[src/rtl/spi_target.sv]
// SPI mode-0 target with a 16-byte bus register window, one TX holding byte and an RX byte FIFO.
// Latency: bus ready/rdata one clk after the strobe; RX byte pushed within 1 clk of the 8th synchronized sclk rise.
// Backpressure: none on the bus; a full RX FIFO drops the incoming byte and sets rx_ovf. Optional macro: SPI_TARGET_IRQ_EN.
module spi_target #(
  parameter logic [31:0] BASE_ADDR = 32'h0000_6000,
  parameter int          RX_DEPTH  = 4
) (
  input  logic        clk,
  input  logic        rst,
  input  logic [31:0] addr,
  input  logic [31:0] wdata,
  input  logic [3:0]  wmask,
  input  logic        wen,
  input  logic        ren,
  output logic [31:0] rdata,
  output logic        ready,
  output logic        active,
  input  logic        sclk_in,
  input  logic        cs_n_in,
  input  logic        mosi,
  output logic        miso
`ifdef SPI_TARGET_IRQ_EN
  ,
  output logic        irq
`endif
);

  localparam int          AW       = (RX_DEPTH > 1) ? $clog2(RX_DEPTH) : 1;
  localparam logic [AW:0] FULL_CNT = (AW+1)'(RX_DEPTH);

  typedef enum logic [1:0] {S_IDLE, S_ARMED, S_SHIFT} state_t;

  state_t          r_state;
  logic [1:0]      r_sclk_sync;
  logic [1:0]      r_cs_sync;
  logic [1:0]      r_mosi_sync;
  logic            r_sclk_d;
  logic            r_cs_d;
  logic [7:0]      r_tx_shift;
  logic [7:0]      r_rx_shift;
  logic [2:0]      r_bit_cnt;
  logic            r_load_pend;
  logic [7:0]      r_tx_hold;
  logic            r_tx_free;
  logic            r_enable;
  logic            r_irq_en;
  logic            r_rx_ovf;
  logic [7:0]      r_mem [RX_DEPTH];
  logic [AW-1:0]   r_wr_ptr;
  logic [AW-1:0]   r_rd_ptr;
  logic [AW:0]     r_count;
  logic            r_ready;
  logic [31:0]     r_rdata;

  logic            w_sclk_rise, w_sclk_fall, w_cs_fall, w_cs_rise, w_mosi;
  logic            w_active, w_wr, w_rd;
  logic [1:0]      w_reg;
  logic            w_data_wr, w_ovf_clr, w_ctrl_wr;
  logic            w_empty, w_full, w_pop, w_push, w_accept, w_drop;
  logic [7:0]      w_push_dat;
  logic            w_in_shift, w_frame_start, w_frame_end, w_byte_load, w_tx_take;
  logic [7:0]      w_tx_load_val;
  logic [31:0]     w_rd_mux;
  logic            w_unused;

  // Edge detection works on the synchronized samples only.
  assign w_sclk_rise = r_sclk_sync[1] & ~r_sclk_d;
  assign w_sclk_fall = ~r_sclk_sync[1] & r_sclk_d;
  assign w_cs_fall   = ~r_cs_sync[1] & r_cs_d;
  assign w_cs_rise   = r_cs_sync[1] & ~r_cs_d;
  assign w_mosi      = r_mosi_sync[1];

  // Bus decode.
  assign w_active  = (addr[31:4] == BASE_ADDR[31:4]);
  assign active    = w_active;
  assign w_wr      = wen & w_active;
  assign w_rd      = ren & w_active;
  assign w_reg     = addr[3:2];
  assign w_data_wr = w_wr & (w_reg == 2'd0) & wmask[0] & r_tx_free;
  assign w_ovf_clr = w_wr & (w_reg == 2'd1) & wmask[0] & wdata[3];
  assign w_ctrl_wr = w_wr & (w_reg == 2'd2) & wmask[0];

  // FIFO handshake: a pop frees the slot a same-cycle push into a full FIFO needs.
  assign w_empty    = (r_count == '0);
  assign w_full     = (r_count == FULL_CNT);
  assign w_pop      = w_rd & (w_reg == 2'd0) & ~w_empty;
  assign w_in_shift = (r_state == S_SHIFT);
  assign w_frame_end   = w_in_shift & (w_cs_rise | ~r_enable);
  assign w_frame_start = (r_state == S_ARMED) & r_enable & w_cs_fall;
  assign w_push_dat = {r_rx_shift[6:0], w_mosi};
  assign w_push     = w_in_shift & ~w_frame_end & w_sclk_rise & (r_bit_cnt == 3'd7);
  assign w_accept   = w_push & (~w_full | w_pop);
  assign w_drop     = w_push & w_full & ~w_pop;

  // TX byte boundary: the pending load replaces the shift on the first fall after bit 8.
  assign w_byte_load   = w_in_shift & ~w_frame_end & w_sclk_fall & r_load_pend;
  assign w_tx_take     = (w_frame_start | w_byte_load) & ~r_tx_free;
  assign w_tx_load_val = r_tx_free ? 8'hFF : r_tx_hold;

  // TX_SHIFT idles at all-ones, so its MSB is the idle-high miso outside SHIFT.
  assign miso = r_tx_shift[7];

  assign w_unused = ^{addr[1:0], wdata[31:8], wmask[3:1]};

  // Two-flop synchronizers plus one delayed sample for edge detection.
  always_ff @(posedge clk or posedge rst) begin
    if (rst) begin
      r_sclk_sync <= 2'b00;
      r_cs_sync   <= 2'b11;
      r_mosi_sync <= 2'b00;
      r_sclk_d    <= 1'b0;
      r_cs_d      <= 1'b1;
    end else begin
      r_sclk_sync <= {r_sclk_sync[0], sclk_in};
      r_cs_sync   <= {r_cs_sync[0], cs_n_in};
      r_mosi_sync <= {r_mosi_sync[0], mosi};
      r_sclk_d    <= r_sclk_sync[1];
      r_cs_d      <= r_cs_sync[1];
    end
  end

  // Frame FSM with its shift registers and bit counter.
  always_ff @(posedge clk or posedge rst) begin
    if (rst) begin
      r_state     <= S_IDLE;
      r_tx_shift  <= 8'hFF;
      r_rx_shift  <= 8'h00;
      r_bit_cnt   <= 3'd0;
      r_load_pend <= 1'b0;
    end else begin
      case (r_state)
        S_IDLE: begin
          r_tx_shift  <= 8'hFF;
          r_bit_cnt   <= 3'd0;
          r_load_pend <= 1'b0;
          if (r_enable) r_state <= S_ARMED;
        end
        S_ARMED: begin
          if (!r_enable) begin
            r_state <= S_IDLE;
          end else if (w_cs_fall) begin
            r_state     <= S_SHIFT;
            r_tx_shift  <= w_tx_load_val;
            r_bit_cnt   <= 3'd0;
            r_load_pend <= 1'b0;
          end
        end
        S_SHIFT: begin
          if (w_frame_end) begin
            // A partial byte is simply abandoned: the counter restarts next frame.
            r_state     <= r_enable ? S_ARMED : S_IDLE;
            r_tx_shift  <= 8'hFF;
            r_bit_cnt   <= 3'd0;
            r_load_pend <= 1'b0;
          end else begin
            if (w_sclk_rise) begin
              r_rx_shift <= w_push_dat;
              r_bit_cnt  <= r_bit_cnt + 3'd1;
              if (r_bit_cnt == 3'd7) r_load_pend <= 1'b1;
            end
            if (w_sclk_fall) begin
              if (r_load_pend) begin
                r_tx_shift  <= w_tx_load_val;
                r_load_pend <= 1'b0;
              end else begin
                r_tx_shift <= {r_tx_shift[6:0], 1'b1};
              end
            end
          end
        end
        default: r_state <= S_IDLE;
      endcase
    end
  end

  // TX holding register: bus fills it, a byte boundary drains it.
  always_ff @(posedge clk or posedge rst) begin
    if (rst) begin
      r_tx_hold <= 8'h00;
      r_tx_free <= 1'b1;
    end else if (w_data_wr) begin
      r_tx_hold <= wdata[7:0];
      r_tx_free <= 1'b0;
    end else if (w_tx_take) begin
      r_tx_free <= 1'b1;
    end
  end

  // Control register.
  always_ff @(posedge clk or posedge rst) begin
    if (rst) begin
      r_enable <= 1'b0;
      r_irq_en <= 1'b0;
    end else if (w_ctrl_wr) begin
      r_enable <= wdata[0];
`ifdef SPI_TARGET_IRQ_EN
      r_irq_en <= wdata[1];
`endif
    end
  end

  // Sticky overflow flag; a fresh drop wins over a same-cycle clear.
  always_ff @(posedge clk or posedge rst) begin
    if (rst)            r_rx_ovf <= 1'b0;
    else if (w_drop)    r_rx_ovf <= 1'b1;
    else if (w_ovf_clr) r_rx_ovf <= 1'b0;
  end

  // RX FIFO storage.
  always_ff @(posedge clk) begin
    if (w_accept) r_mem[r_wr_ptr] <= w_push_dat;
  end

  // RX FIFO pointers and occupancy.
  always_ff @(posedge clk or posedge rst) begin
    if (rst) begin
      r_wr_ptr <= '0;
      r_rd_ptr <= '0;
      r_count  <= '0;
    end else begin
      if (w_accept) r_wr_ptr <= r_wr_ptr + 1'b1;
      if (w_pop)    r_rd_ptr <= r_rd_ptr + 1'b1;
      r_count <= r_count + {{AW{1'b0}}, w_accept} - {{AW{1'b0}}, w_pop};
    end
  end

  // Read data mux.
  always_comb begin
    w_rd_mux = 32'h0;
    case (w_reg)
      2'd0: w_rd_mux = w_empty ? 32'h0 : {24'h0, r_mem[r_rd_ptr]};
      2'd1: w_rd_mux = {27'h0, w_in_shift, r_rx_ovf, r_tx_free, w_full, ~w_empty};
      2'd2: w_rd_mux = {30'h0, r_irq_en, r_enable};
      default: w_rd_mux = 32'h0;
    endcase
  end

  // Bus response, one cycle after the strobe.
  always_ff @(posedge clk or posedge rst) begin
    if (rst) begin
      r_ready <= 1'b0;
      r_rdata <= 32'h0;
    end else begin
      r_ready <= w_wr | w_rd;
      r_rdata <= w_rd ? w_rd_mux : 32'h0;
    end
  end

  assign ready = r_ready;
  assign rdata = r_rdata;

`ifdef SPI_TARGET_IRQ_EN
  logic r_irq;
  // Level interrupt, registered from the FIFO/overflow state.
  always_ff @(posedge clk or posedge rst) begin
    if (rst) r_irq <= 1'b0;
    else     r_irq <= r_irq_en & (~w_empty | r_rx_ovf);
  end
  assign irq = r_irq;
`endif

endmodule

[config.mk]
export PLATFORM = sky130hd
export DESIGN_NAME = spi_target
export DESIGN_NICKNAME = d
export VERILOG_FILES = /design/src/rtl/spi_target.sv
export SDC_FILE = /design/constraint.sdc
export NUM_CORES = 1
export LEC_CHECK = 0
export BUFFER_PORTS_ARGS = -buffer_cell sky130_fd_sc_hd__clkbuf_2
export CAP_MARGIN = 20
export CORE_AREA = 5 5 104 179
export DETAILED_ROUTE_END_ITERATION = 6
export DIE_AREA = 0 0 109 184
export GPL_TIMING_DRIVEN = 0
export SETUP_SLACK_MARGIN = 0.1
export SYNTH_ARGS = -nofsm -noshare
export SYNTH_HDL_FRONTEND = slang
export SYNTH_SLANG_ARGS = --single-unit
[constraint.sdc]
create_clock -name clk -period 3.6 [get_ports clk]
set_clock_uncertainty 0.1 [all_clocks]
set_input_delay 0.18 -clock clk [delete_from_list [all_inputs] [get_ports clk]]
set_output_delay 0.18 -clock clk [all_outputs]
set_load 0.03 [all_outputs]
==> results_dict.tcl <==
set metrics [dict create \
    cellLeakagePower_uw 0.00234 \
    clock_sink_count 88 \
    synth-seq-cells 88 \
    drc 0 \
    synth_area_leader_cell "dfrtp_1" \
    via_per_inst 4.24 \
    htree_levels 3 \
    grt_pass1_vias 2919 \
    grt_max_degree 41 \
    avgSynthCellArea_um2 13.2 \
    switching_share_pct 21.6 \
    overflow 0 \
    antenna_cells 0 \
    drt_iter0_drc 90 \
    period_minus_slack_ns 3.21 \
    grt_pass1_wl_um 14600 \
    die_x_um 109 \
    max_cap_violations 0 \
    place_hpwl_um 7170 \
    r2r_slack_ns 0.39 \
    crit_path_end_kind "flip-flop" \
    routedWlPerCell_um 14.3 \
    drive_above_1_share_pct 36.1 \
    p_seq_share_pct 48.1 \
    r2r-end "r_count[2]$_DFF_PP0_" \
    reg2reg_depth 12 \
    io_pins 110 \
    start_util_pct 24.4 \
    root_buffer "clkbuf_16" \
    path_max_fanout 9 \
    nets 504 \
    cts_setup_buffers 0 \
    grt_usage_pct 9.55 \
    pwr-share-clk_pct 46.1 \
    min_path_cells 2 \
    gp_congestion 0.794 \
    holdPathEnd "r_tx_hold[0]$_DFFE_PP0P_" \
    hp-start "wdata[0]" \
    die_area_mm2 0.0201 \
    vias 2750 \
    fin_crit_sh_pct 89.1 \
    path_class "flip-flop to flip-flop" \
    die_h_um 184 \
    worst_pin_slew_ns 0.827 \
    async_flop_share_pct 63.6 \
    hold_class "input port to flip-flop" \
    fillCellCount 1688 \
    status "completed" \
    combinationalPowerShare_pct 5.8 \
    finalSetupTns_ns 0 \
    areaGrowthSynthToFinish_pct 26.9 \
    cp_data_arrival_time_ns 3.37 \
    synth_cells 314 \
    tritoncts "done" \
    synth_top_cell_area_share_pct 26.7 \
    cp-start-kind "flip-flop" \
    yosysSeqAreaShare_pct 57.6 \
    cts-buffers-inserted 9 \
    cp.required_ns 3.77 \
    multi_input_area_mm2 0.00158 \
    max_freq_mhz 312 \
    setup_viol 0 \
    synth_flop_cell "dfrtp_1" \
    p_sw_uw 469 \
    crit-reg2reg-launch "r_state[0]$_DFFE_PP0P_" \
    synth_area_mm2 0.00413 \
    hold_ws_ns 0.0216 \
    ant_nets 0 \
    finalWirelength_um 9250 \
    clk_latency_ns 0.34 \
    yosys.cell_types.count 54 \
    slew_viol_final 0 \
    yosys_warnings 1 \
    powerDensity_mw_per_mm2 414 \
    ys_top_cells_by_area "dfrtp_1 27%, edfxtp_1 23%, dfstp_2 7.6%" \
    synth_edf_count 32 \
    seq_area_mm2 0.00238 \
    port_buffers 55 \
    clockBufferDepth 2 \
    power.internal_uw 1700 \
    clk_pin_slew_worst_paths_ns 0.07 \
    finalHoldViolations 0 \
    dr.pass1.iters 4 \
    antenna_found_initial 0 \
    finalPower_uw 2170 \
    core_area_mm2 0.0169 \
    grt_setup_unrepaired "false" \
    rows 63 \
    ir_drop_v 0.000164 \
    relSlewSlack_pct 44.8 \
]
metrics by stage:
stage	worst slack [ns]	cell area, um2	utilization, %	cells
2_1_floorplan	0.621	4220	-	337
3_3_place_gp	0.256	4780	28.2	619
3_5_place_dp	0.0621	4800	28.3	620
4_1_cts	0.101	5240	30.9	648
5_1_grt	0.187	5240	30.9	648
6_report	0.394	5240	30.9	648
cell usage after synthesis (3+ instances only):
cell type / count
nor2b_1: 5
mux2_2: 26
a32oi_1: 4
nand4_1: 7
xnor2_1: 3
edfxtp_1: 32
mux4_2: 8
dfstp_2: 12
and2_1: 5
buf_4: 24
o31ai_1: 4
nand3_1: 5
nor2_1: 13
inv_1: 12
dfrtp_1: 44
ha_1: 12
o21ai_0: 13
nand2_1: 17
nor3_1: 3
nor4_1: 9
o211a_1: 4
nand2b_1: 3
clkbuf_1: 8
kinds of logic (layout without fill, tap and decap cells):
logic type / count (synthesis) / in the layout / synth area share [%]
AOI/OAI and AO/OA: 43 / 43 / 7.36
xor gates and xnor gates: 4 / 4 / 0.848
adders and majority gates: 13 / 13 / 4.12
buffers and inverters: 46 / 130 / 6.39
DFF: 88 / 88 / 57.6
muxes: 35 / 35 / 11.7
other: 1 / 24 / 0.0908
and+or+nand+nor: 84 / 84 / 11.9
cell type report:
cell class | instances | area share, %
multi-input cells | 203 | 30.2
flip-flops and latches | 88 | 45.4
well taps | 227 | 5.42
clock buffers | 9 | 4.30
inverters | 12 | 0.860
clock inverters | 7 | 1.79
plain buffers | 34 | 4.18
repair buffers | 68 | 7.93
critical path: stages, from the launching register on:
cell and delay, ns:
dfrtp_1 0.40, inv_1 0.11, ha_1 0.15, clkbuf_1 0.30, nand2_1 0.18, nor3_2 0.47
o21ai_0 0.17, ha_1 0.30, inv_1 0.04, ha_1 0.18, fa_1 0.38, xnor2_1 0.19
xnor2_1 0.15
power groups by stage:
stage / clock network, uW / logic, uW / registers (uW)
floorplan: 0 / 77.3 / 1060
global placement: 0 / 111 / 1060
detailed placement: 0 / 115 / 1060
CTS: 1020 / 126 / 1040
global route: 1060 / 137 / 1040
finish: 1000 / 126 / 1040
routing by layer:
| metal | up-vias | global-route usage, % | wire length [um] |
|---|---|---|---|
| li1 | 1319 | - | - |
| met1 | 1365 | 9.02 | 3230 |
| met2 | 54 | 18.8 | 5450 |
| met3 | 12 | 2.88 | 439 |
| met4 | 0 | 3.19 | 135 |
| met5 | - | 0 | 0 |
timing repair:
| action | in CTS | in global routing |
|---|---|---|
| hold endpoints to repair | 24 | 0 |
| gates resized for setup | 0 | 1 |
| hold buffers | 12 | 0 |
| endpoints found under the setup margin | 0 | 1 |
worst max path at each step:
stage                                 from                    to  slack, ns  cells after the start
floorplan           r_state[0]$_DFFE_PP0P_  r_count[2]$_DFF_PP0_       0.62                     12
global placement    r_state[0]$_DFFE_PP0P_  r_count[2]$_DFF_PP0_       0.26                     12
detailed placement                addr[17]  r_count[2]$_DFF_PP0_       0.06                     11
CTS                 r_state[0]$_DFFE_PP0P_  r_count[2]$_DFF_PP0_       0.10                     12
global route          r_count[2]$_DFF_PP0_  r_count[2]$_DFF_PP0_       0.19                     10
finish              r_state[0]$_DFFE_PP0P_  r_count[2]$_DFF_PP0_       0.39                     12
cell usage in the layout (no fill, tap or decap), types with 3 or more instances in the layout:
cell / instances
nand3_1: 5
ha_1: 12
a32oi_1: 4
clkbuf_1: 8
mux4_2: 8
dfstp_2: 12
clkbuf_16: 9
inv_1: 11
conb_1: 24
dlygate4sd3_1: 12
nor4_1: 9
edfxtp_1: 32
nor2_1: 13
o211a_1: 4
o21ai_0: 13
clkbuf_2: 55
nand2b_1: 3
xnor2_1: 3
nand4_1: 7
o31ai_1: 4
and2_1: 5
buf_4: 24
nor2b_1: 5
mux2_2: 26
nand2_1: 17
dfrtp_1: 44
flip-flops by register name (all words and copies together), names as in the netlist, 2 cells and up:
register and cells:
r_count 3, r_mem 32, r_rx_shift 7, r_bit_cnt 3, r_tx_hold 8, r_tx_shift 8, r_rd_ptr 2, r_state 2
r_mosi_sync 2, r_wr_ptr 2, r_cs_sync 2, rdata 8, r_sclk_sync 2
(Power assumes the default switching activity.)
